$ cat config.mk
export PLATFORM = sky130hd
export DESIGN_NAME = nibble_accumulator
export DESIGN_NICKNAME = d
export VERILOG_FILES = /design/src/rtl/nibble_acc_pkg.sv /design/src/rtl/nibble_accumulator_adder.sv /design/src/rtl/nibble_accumulator.sv
export SDC_FILE = /design/constraint.sdc
export NUM_CORES = 1
export LEC_CHECK = 0
export CAP_MARGIN = 10
export CORE_MARGIN = 2
export CORE_UTILIZATION = 42
export DETAILED_ROUTE_END_ITERATION = 8
export PLACE_DENSITY = 0.75
export SETUP_SLACK_MARGIN = 0.1
export SLEW_MARGIN = 10
export SYNTH_ARGS = -nofsm -noshare
export SYNTH_HDL_FRONTEND = slang
export SYNTH_HIERARCHICAL = 1
export SYNTH_SLANG_ARGS = --single-unit
$ cat constraint.sdc
create_clock -name clk -period 2.1 [get_ports clk]
set_clock_uncertainty 0.05 [all_clocks]
set_input_delay 0.315 -clock clk [delete_from_list [all_inputs] [get_ports clk]]
set_output_delay 0.315 -clock clk [all_outputs]
set_load 0.005 [all_outputs]
$ cat src/rtl/nibble_acc_pkg.sv
// Shared widths and FSM state encoding for the nibble accumulator.
// The burst total is {carry count, running nibble}, so TOTAL_W = LEN_W + DATA_W.
package nibble_acc_pkg;

  localparam int DATA_W  = 4;
  localparam int LEN_W   = 4;
  localparam int TOTAL_W = 8;

  typedef enum logic [1:0] {
    IDLE  = 2'd0,
    ACCUM = 2'd1,
    DONE  = 2'd2
  } state_t;

endpackage

$ cat src/rtl/nibble_accumulator_adder.sv
// 4-bit unsigned adder with carry-out. Purely combinational (0 cycles).
// No handshake of its own, so it never applies backpressure.
module nibble_accumulator_adder
  import nibble_acc_pkg::*;
(
  input  logic [DATA_W-1:0] dataA,
  input  logic [DATA_W-1:0] dataB,
  output logic [DATA_W-1:0] sum,
  output logic              carry
);

  assign {carry, sum} = {1'b0, dataA} + {1'b0, dataB};

endmodule

$ cat src/rtl/nibble_accumulator.sv
// Sums a burst of len nibbles. The result appears 1 cycle after the last operand.
// The result is held in DONE until out_ready. in_ready is high only in ACCUM.
module nibble_accumulator
  import nibble_acc_pkg::*;
(
  input  logic               clk,
  input  logic               rst,
  input  logic               start,
  input  logic [LEN_W-1:0]   len,
  input  logic               in_valid,
  output logic               in_ready,
  input  logic [DATA_W-1:0]  dataIn,
  output logic               out_valid,
  input  logic               out_ready,
  output logic [TOTAL_W-1:0] total,
  output logic [LEN_W-1:0]   carryCount,
  output logic               busy
);

  state_t             state_q;
  state_t             state_d;
  logic [DATA_W-1:0]  acc_q;
  logic [LEN_W-1:0]   carry_cnt_q;
  logic [LEN_W-1:0]   remaining_q;
  logic [DATA_W-1:0]  add_sum;
  logic               add_carry;
  logic               xfer;

  nibble_accumulator_adder u_adder (
    .dataA (acc_q),
    .dataB (dataIn),
    .sum   (add_sum),
    .carry (add_carry)
  );

  assign xfer = (state_q == ACCUM) && in_valid;

  always_ff @(posedge clk) begin
    if (rst) begin
      state_q <= IDLE;
    end else begin
      state_q <= state_d;
    end
  end

  always_comb begin
    state_d = state_q;
    case (state_q)
      IDLE: begin
        if (start) begin
          state_d = (len == '0) ? DONE : ACCUM;
        end
      end
      ACCUM: begin
        if (xfer && (remaining_q == LEN_W'(1))) begin
          state_d = DONE;
        end
      end
      DONE: begin
        if (out_ready) begin
          state_d = IDLE;
        end
      end
      default: state_d = IDLE;
    endcase
  end

  always_ff @(posedge clk) begin
    if (rst) begin
      acc_q       <= '0;
      carry_cnt_q <= '0;
      remaining_q <= '0;
    end else if (state_q == IDLE) begin
      if (start) begin
        acc_q       <= '0;
        carry_cnt_q <= '0;
        remaining_q <= len;
      end
    end else if (xfer) begin
      acc_q       <= add_sum;
      carry_cnt_q <= carry_cnt_q + {{(LEN_W-1){1'b0}}, add_carry};
      remaining_q <= remaining_q - LEN_W'(1);
    end
  end

  // Each carry-out is worth 16, so the exact total is a concatenation.
  assign total      = {carry_cnt_q, acc_q};
  assign carryCount = carry_cnt_q;
  assign in_ready   = (state_q == ACCUM);
  assign out_valid  = (state_q == DONE);
  assign busy       = (state_q != IDLE);

endmodule

==> results of run 1 <==
## power breakdown
| group | leakage, nW | switching, mW | internal (mW) | total (mW) |
|---|---|---|---|---|
| Combinational | 0.414 | 0.124 | 0.134 | 0.258 |
| Clock | 0.0210 | 0.0965 | 0.106 | 0.202 |
| Sequential | 0.115 | 0.0226 | 0.288 | 0.311 |
## metal layers
layer  wire (um)  vias up  GRT usage (%)
met5           0        -              0
met4          65        0          11.84
met3          75        4          2.874
met2        1235       22          34.83
met1        1024      467          23.12
li1            -      473              -
## through the flow
| stage | utilization, % | hold slack (ns) |
|---|---|---|
| 6_report | 63.15 | 0.4501 |
| 3_3_place_gp | 59.80 | 0.4220 |
| 3_5_place_dp | 59.80 | 0.4373 |
| 2_1_floorplan | - | 0.3673 |
| 4_1_cts | 61.71 | 0.4509 |
| 5_1_grt | 63.15 | 0.4841 |
## worst max-delay path, cell delays in order, from the launching register on
cell      delay (ns)
dfxtp_2         0.36
ha_4            0.13
inv_2           0.04
fa_2            0.34
nor2b_1         0.11
o21ai_1         0.06
nand2b_1        0.08
ha_2            0.19
ha_1            0.13
inv_1           0.05
or4_4           0.47
a21oi_2         0.13
## registers in the layout, indices dropped and copies added (netlist names)
| name | cells |
|---|---|
| carryCount | 4 |
| remaining_q | 4 |
| state_q | 2 |
| acc_q | 4 |
## final timing paths
path	end	slack, ns	depth (start not counted)
hold / removal	remaining_q[1]$_SDFFE_PP0P_	0.45	2
setup / recovery	carryCount[2]$_SDFFE_PP0P_	-0.10	11
setup reg to reg	carryCount[2]$_SDFFE_PP0P_	-0.10	11
hold reg to reg	remaining_q[1]$_SDFFE_PP0P_	0.45	2
## layout make-up
| type | count | area [um2] | area share [%] |
|---|---|---|---|
| multi-input cells | 76 | 595.6 | 43.47 |
| inverters | 14 | 52.55 | 3.836 |
| clock buffers | 4 | 36.28 | 2.648 |
| well taps | 28 | 35.03 | 2.557 |
| repair buffers | 40 | 369.1 | 26.94 |
| flip-flops and latches | 14 | 281.5 | 20.55 |
## kinds of logic after synthesis
logic type | after synthesis | synth area share [%]
buffers and inverters | 26 | 12.97
adders and majority gates | 9 | 12.58
DFF | 14 | 29.36
AOI/OAI and AO/OA | 38 | 25.82
xor gates and xnor gates | 2 | 1.835
muxes | 2 | 2.228
and+or+nand+nor | 25 | 15.20
## cell usage after synthesis (all sizes together) (2+ instances only)
library cell  instances  area share (%)
dfxtp                14              29
inv                  14             5.5
a21oi                12             6.7
o21ai                10             5.2
buf                   9             6.3
ha                    8              10
nand2                 6             2.4
clkbuf                3             1.2
nor2b                 3             2.0
nor3b                 3             2.4
o31ai                 3             2.4
a31oi                 2             1.3
nand3                 2             1.0
nor2                  2            0.79
nor3                  2             1.0
o2111ai               2             1.8
o211a                 2             2.1
or4                   2             1.6
xnor2                 2             1.8
## repair_timing
item                       4_1_cts  5_1_grt
setup buffers                    1        0
resized for setup                3        8
pin swaps                        2        1
setup endpoints to repair        3        4
cloned                           0        0
==> run_results.csv, run 1 <==
group,metric,value,unit
status,violations,"setup timing",
worst_setup_path,cp.arrival,2.38,ns
yosys,ys_types,38,
layout,drive_gt1_share,20.95,%
status,status,"finished, violations left",
layout,layout_common_cells,"clkdlybuf4s50_1 (25), dfxtp_1 (13), inv_1 (12), buf_4 (12)",
floorplanning,die_h,51.68,um
timing,fin_tns_setup,-0.1653,ns
layout,final_common_cell,"clkdlybuf4s50_1",
timing,slew_violations,0,
power_and_ir_drop,p_leak,0.5491,nW
floorplanning,die-area,0.002670,mm2
timing,timing.final.crit_period,2.204,ns
worst_setup_path,r2r_start,"acc_q[0]$_SDFFE_PP0P_",
worst_setup_path,start_kind,"register",
route,drtPass1Iterations,4,
clock_tree,cts_max_level,1,
flow_run,max_cap_violations,0,
power_and_ir_drop,powerDensity,562.3,mW/mm2
route,drtIter0Drc,15,
route,postRouteAntennaNets,0,
timing,fmax,0.4537,GHz
timing,finalHoldViolCount,0,
power_and_ir_drop,p_total,0.7704,mW
floorplanning,pin_count,28,
clock_tree,cts_buffer_depth,2,
global_routing,grt_pass1_vias,892,
worst_setup_path,startpoint,"acc_q[0]$_SDFFE_PP0P_",
yosys,avgSynthCellArea,8.230,um2
clock_tree,clk_latency,0.29,ns
floorplanning,fp.dieW,51.68,um
yosys,ys_seq_area_share,29.36,%
timing,rsz0062_at_grt,"true",
floorplanning,core,0.002170,mm2
route,vias,966,
yosys,ys_ff_latch,14,
route,avgViaCountPerCell,5.489,
clock_tree,cts_tree,"built",
yosys,ys.flop_type,"dfxtp_1",
yosys,synth_cells,116,
worst_setup_path,required,2.28,ns
layout,stdcell_area,0.001370,mm2
placement,post_dp_cell_area,0.001297,mm2
layout,final_nets,171,
yosys,syn_nets,138,
clock_tree,cts_root_buffer,"clkbuf_4",
layout,fin_cells,176,
clock_tree,cts_made_buffers,3,
hold_path,worst_hold_path_type,"register to register",
global_routing,antenna_found_initial,0,
global_routing,grt-ovfl-total,0,
floorplanning,start_util,44.00,%
global_routing,grt_max_degree,15,
worst_setup_path,crit_type,"register to register",
placement,place.port_buffers,27,
placement,post-place-cells,171,
placement,dp_slack,-0.6333,ns
yosys,synth-edff-count,0,
yosys,ys_warn_count,6,
clock_tree,clk_pin_slew,0.09,ns
worst_setup_path,cp-end-kind,"register",
timing,max-slew-margin-rel,26.35,%
placement,dp_hpwl,1795,um
timing,setup_violations,2,
hold_path,hold_path.startpoint,"remaining_q[1]$_SDFFE_PP0P_",
power_and_ir_drop,ir_worst_vdd,416.8,uV
global_routing,grt_pass1_wl,3919,um
yosys,synthArstFlopShare,0,%
timing,worstMarginPinSlew,1.074,ns
layout,num-fill-cells,205,
route,routed_wl,2400,um
route,drcViolationCount,0,
clock_tree,hold_buffers,0,
route,wl_per_cell,13.64,um
yosys,netlist_area,954.7,um2
layout,diodes,0,
global_routing,grt_usage,20.01,%
worst_setup_path,cp_max_fo,2,
timing,fin_ws,-0.1043,ns
layout,area_growth,43.51,%
placement,gp_congestion,0.8984,
timing,final_min_period_over_clock_period,105.0,%
clock_tree,cts.sinks,14,
floorplanning,rows,17,
(Power assumes the default switching activity.)
==> run 2, diff against run 1 <==
CORE_MARGIN = unset   (was 2)
clock period = 1.9 ns   (was 2.1 ns; I/O delays follow)
==> run_results.csv, run 2 (synthesis results as in run 1) <==
group,metric,value,unit
timing,fmax,0.4517,GHz
layout,layout_common_cells,"clkdlybuf4s50_1 (25), buf_4 (16), inv_1 (12)",
global_routing,grt_max_degree,14,
timing,fin_ws,-0.3140,ns
flow_run,max_cap_violations,0,
layout,diodes,0,
placement,post-place-cells,171,
floorplanning,rows,16,
floorplanning,pin_count,28,
timing,final_min_period_over_clock_period,116.5,%
floorplanning,die_h,49.68,um
clock_tree,cts_made_buffers,3,
hold_path,worst_hold_path_type,"register to register",
floorplanning,fp.dieW,49.68,um
worst_setup_path,path_delay_family,"adder cells",
timing,whs,0.4421,ns
layout,final_common_cell,"clkdlybuf4s50_1",
placement,dp_hpwl,1669,um
placement,place.port_buffers,27,
placement,dp_slack,-0.7846,ns
worst_setup_path,critical_path_buf_inv_count,2,
clock_tree,cts_tree,"built",
layout,final_nets,174,
timing,max-slew-margin-rel,73.07,%
route,drcViolationCount,0,
worst_setup_path,worstRegToRegCells,11,
global_routing,grt-ovfl-total,0,
worst_setup_path,crit_type,"register to register",
worst_setup_path,startpoint,"acc_q[0]$_SDFFE_PP0P_",
route,vias,948,
worst_setup_path,max_stage_delay,0.47,ns
clock_tree,clk_pin_slew,0.09,ns
route,postRouteAntennaNets,0,
global_routing,grt_pass1_wl,3781,um
clock_tree,clk_latency,0.28,ns
worst_setup_path,required,2.06,ns
worst_setup_path,cp-end-kind,"register",
status,violations,"setup timing",
timing,rsz0062_at_grt,"true",
power_and_ir_drop,p_leak,0.5508,nW
global_routing,antenna_found_initial,0,
worst_setup_path,rr_endpoint,"carryCount[2]$_SDFFE_PP0P_",
layout,fin_cells,177,
global_routing,grt_usage,19.58,%
worst_setup_path,ff2ff_setup_slack,-0.31,ns
route,routed_wl,2168,um
floorplanning,start_util,46.75,%
route,drtIter0Drc,35,
route,drtPass1Iterations,4,
clock_tree,cts_buffer_depth,2,
route,avgViaCountPerCell,5.356,
global_routing,grt_pass1_vias,866,
floorplanning,die-area,0.002468,mm2
floorplanning,core,0.002042,mm2
timing,finalHoldViolCount,0,
worst_setup_path,start_kind,"register",
worst_setup_path,crit_cells,11,
clock_tree,cts_max_level,1,
timing,slew_violations,0,
layout,fin_util,67.83,%
layout,drive_gt1_share,23.33,%
worst_setup_path,cp_max_fo,2,
clock_tree,cts_root_buffer,"clkbuf_4",
placement,gp_congestion,0.8678,
timing,timing.final.crit_period,2.214,ns
timing,setup_violations,2,
power_and_ir_drop,ir_worst_vdd,473.1,uV
worst_setup_path,cp.arrival,2.37,ns
status,status,"finished, violations left",
timing,worstMarginPinSlew,0.3927,ns
worst_setup_path,path_cells,"ha_4 -> inv_2 -> fa_2 -> nor2b_1 -> o21ai_1 -> nand2b_1 -> ha_2 -> ha_4 -> inv_2 -> or4_1 -> a21oi_1",
worst_setup_path,r2r_start,"acc_q[0]$_SDFFE_PP0P_",
worst_setup_path,crit_end,"carryCount[2]$_SDFFE_PP0P_",
layout,area_growth,45.09,%
route,wl_per_cell,12.25,um
power_and_ir_drop,p_total,0.8101,mW
clock_tree,cts.sinks,14,
worst_setup_path,critPathSlowestCell,"or4_1",
power_and_ir_drop,powerDensity,584.9,mW/mm2
[run 2: metrics by stage]
step | area [um2] | setup TNS (ns)
global placement | 1304 | -1.968
detailed placement | 1304 | -2.107
CTS | 1358 | -0.5065
global route | 1385 | -0.7710
floorplan | 973.4 | -0.2890
finish | 1385 | -0.5734
[run 2: layout make-up]
class                      instances  area, um2
fill                             167      656.9
timing repair buffer              43      387.9
sequential                        14      284.0
multi-input combinational         76      604.3
inverter                          14      52.55
tap                               27      33.78
clock buffer                       3      22.52
[run 2: how the worst min path moves through the flow]
stage | depth (start not counted) | endpoint | startpoint | slack, ns
after detailed placement | 2 | remaining_q[1]$_SDFFE_PP0P_ | remaining_q[1]$_SDFFE_PP0P_ | 0.44
after CTS | 2 | remaining_q[1]$_SDFFE_PP0P_ | remaining_q[1]$_SDFFE_PP0P_ | 0.45
after global placement | 2 | carryCount[3]$_SDFFE_PP0P_ | carryCount[3]$_SDFFE_PP0P_ | 0.43
after floorplan | 1 | remaining_q[2]$_SDFFE_PP0P_ | rst | 0.34
final | 2 | carryCount[3]$_SDFFE_PP0P_ | carryCount[3]$_SDFFE_PP0P_ | 0.44
after global routing | 2 | carryCount[3]$_SDFFE_PP0P_ | carryCount[3]$_SDFFE_PP0P_ | 0.46
[run 2: worst min-delay path, cell delays in order (launching register included)]
cell and delay [ns]:
dfxtp_1 0.33, o31ai_1 0.07, a21oi_1 0.05
[run 2: power by group]
group | internal (mW) | total [mW] | leakage (nW) | switching, mW
Combinational | 0.160 | 0.295 | 0.422 | 0.135
Clock | 0.0735 | 0.169 | 0.0138 | 0.0951
Sequential | 0.320 | 0.347 | 0.115 | 0.0270
[run 2: per-layer routing]
layer / up-vias / wire length, um / GRT usage (%)
met2: 31 / 1107 / 34.23
met5: - / 0 / 0
met4: 0 / 0 / 1.429
met3: 0 / 106 / 4.938
li1: 475 / - / -
met1: 442 / 954 / 24.95
[run 2: timing repair]
action	4_1_cts	5_1_grt
pin swaps	2	1
buffers inserted	2	1
resized for setup	6	6
hold buffers	0	0
setup endpoints to repair	6	4
==> run 3, diff against run 2 <==
CORE_ASPECT_RATIO = 1.2   (was unset)
PLACE_DENSITY = unset   (was 0.75)
PLACE_DENSITY_LB_ADDON = 0.3   (was unset)
==> run_results.csv, run 3 (synthesis results as in run 1) <==
group,metric,value,unit
layout,fin_util,65.23,%
timing,fmax,0.4590,GHz
layout,num-fill-cells,186,
floorplanning,die-area,0.002468,mm2
floorplanning,fp.dieW,45.52,um
global_routing,grt-ovfl-total,0,
power_and_ir_drop,switching_share,30.83,%
timing,rsz0062_at_grt,"true",
power_and_ir_drop,p_total,0.8551,mW
route,vias,923,
timing,final_min_period_over_clock_period,114.7,%
worst_setup_path,critical_path_buf_inv_count,2,
hold_path,worst_hold_path_type,"register to register",
global_routing,grt_pass1_wl,3519,um
power_and_ir_drop,seqPwrFrac,40.2,%
global_routing,antenna_found_initial,0,
global_routing,grt_usage,19.71,%
route,wl_per_cell,12.59,um
layout,layout_common_cells,"clkdlybuf4s50_1 (24), inv_1 (12), buf_4 (12)",
worst_setup_path,required,2.07,ns
worst_setup_path,max_stage_delay,0.47,ns
clock_tree,clk_pin_slew,0.09,ns
worst_setup_path,start_kind,"register",
route,drcViolationCount,0,
timing,finalHoldViolCount,0,
timing,fin_ws,-0.2786,ns
clock_tree,cts_root_buffer,"clkbuf_4",
route,avgViaCountPerCell,5.215,
layout,final_nets,170,
worst_setup_path,cp.arrival,2.35,ns
power_and_ir_drop,p_leak,0.5582,nW
global_routing,grt_pass1_vias,865,
global_routing,grt_max_degree,13,
route,routed_wl,2228,um
floorplanning,die_h,54.23,um
timing,timing.final.crit_period,2.179,ns
clock_tree,cts_max_level,1,
clock_tree,cts_tree,"built",
timing,max-slew-margin-rel,72.89,%
clock_tree,cts_made_buffers,3,
layout,diodes,0,
layout,area_growth,43.12,%
worst_setup_path,path_cells,"ha_4 -> inv_2 -> fa_2 -> nor2b_1 -> o21ai_1 -> nand2b_1 -> ha_2 -> ha_4 -> inv_2 -> or4_4 -> a21oi_2",
timing,slew_violations,0,
status,status,"finished, violations left",
power_and_ir_drop,pwr-share-comb,34.3,%
status,violations,"setup timing",
worst_setup_path,ff2ff_setup_slack,-0.28,ns
power_and_ir_drop,intPower,0.5915,mW
clock_tree,cts.sinks,14,
timing,worstMarginPinSlew,0.3954,ns
power_and_ir_drop,ir_worst_vdd,381.2,uV
power_and_ir_drop,switching_power,0.2636,mW
timing,setup_violations,2,
flow_run,max_cap_violations,0,
power_and_ir_drop,clockPowerShare,25.4,%
floorplanning,core,0.002095,mm2
worst_setup_path,cp_max_fo,2,
layout,seqCellArea,284.0,um2
clock_tree,cts_buffer_depth,2,
worst_setup_path,cp-end-kind,"register",
clock_tree,hold_buffers,0,
route,drtIter0Drc,10,
layout,final_common_cell,"clkdlybuf4s50_1",
layout,multi_input_area,595.6,um2
layout,drive_gt1_share,21.77,%
placement,place.port_buffers,27,
floorplanning,start_util,45.58,%
floorplanning,rows,18,
route,postRouteAntennaNets,0,
placement,gp_congestion,0.8353,
worst_setup_path,path_delay_family,"adder cells",
worst_setup_path,crit_type,"register to register",
placement,dp_hpwl,1701,um
route,drtPass1Iterations,4,
placement,dp_slack,-0.7732,ns
floorplanning,pin_count,28,
clock_tree,clk_latency,0.28,ns
power_and_ir_drop,powerDensity,625.9,mW/mm2
worst_setup_path,critPathSlowestCell,"or4_4",
run 3: cell count changes in the layout (fill, tap and decap cells not counted), sizes merged:
| cell | change |
|---|---|
| dlymetal6s2s | +1 |
| buf | -4 |
| clkdlybuf4s50 | -1 |
| clkbuf | +1 |
run 3: worst register-to-register path: cells and delay by family (launching register included):
kind,cells,cell delay [ns]
compound gates,2,0.19
fa+ha+maj,4,0.80
flops,1,0.35
buf+inv,2,0.06
simple gates,3,0.66
run 3: stage by stage:
step	hold WS [ns]	std cells	instance area [um2]	setup TNS (ns)
3_3_place_gp	0.4285	171	1285	-1.939
5_1_grt	0.4752	177	1366	-0.6907
4_1_cts	0.4509	176	1331	-0.4283
3_5_place_dp	0.4377	171	1285	-2.170
6_report	0.4468	177	1366	-0.4456
2_1_floorplan	0.3373	116	973.4	-0.2890
run 3: layer usage:
metal | vias up | share of wire, % | global-route usage, %
met2 | 20 | 53 | 34.76
met5 | - | 0 | 0
li1 | 472 | - | -
met1 | 427 | 43 | 22.63
met3 | 4 | 2.9 | 2.310
met4 | 0 | 1.0 | 11.11
run 3: final timing paths:
path / start / end / depth (start not counted)
min reg2reg: remaining_q[1]$_SDFFE_PP0P_ / remaining_q[1]$_SDFFE_PP0P_ / 2
max reg2reg: acc_q[0]$_SDFFE_PP0P_ / carryCount[2]$_SDFFE_PP0P_ / 11
min: remaining_q[1]$_SDFFE_PP0P_ / remaining_q[1]$_SDFFE_PP0P_ / 2
max: acc_q[0]$_SDFFE_PP0P_ / carryCount[2]$_SDFFE_PP0P_ / 11
run 3: power by group through the flow:
stage,registers [mW],clock network [mW],logic [mW]
floorplan,0.341,0,0.184
global placement,0.348,0,0.279
detailed placement,0.348,0,0.286
CTS,0.343,0.229,0.289
global route,0.347,0.238,0.324
finish,0.344,0.218,0.293
run 3: repair_timing:
item	4_1_cts	5_1_grt
endpoints found under the setup margin	6	5
pin swaps	2	0
resized for setup	6	7
cloned	0	0
setup buffers	1	1
hold endpoints to repair	0	0
run 3: cell type report:
cell class,count,area share [%]
Timing Repair Buffer,39,26.37
Tap cell,30,2.747
Sequential cell,14,20.79
Multi-Input combinational cell,76,43.59
Inverter,14,3.846
Clock buffer,4,2.656
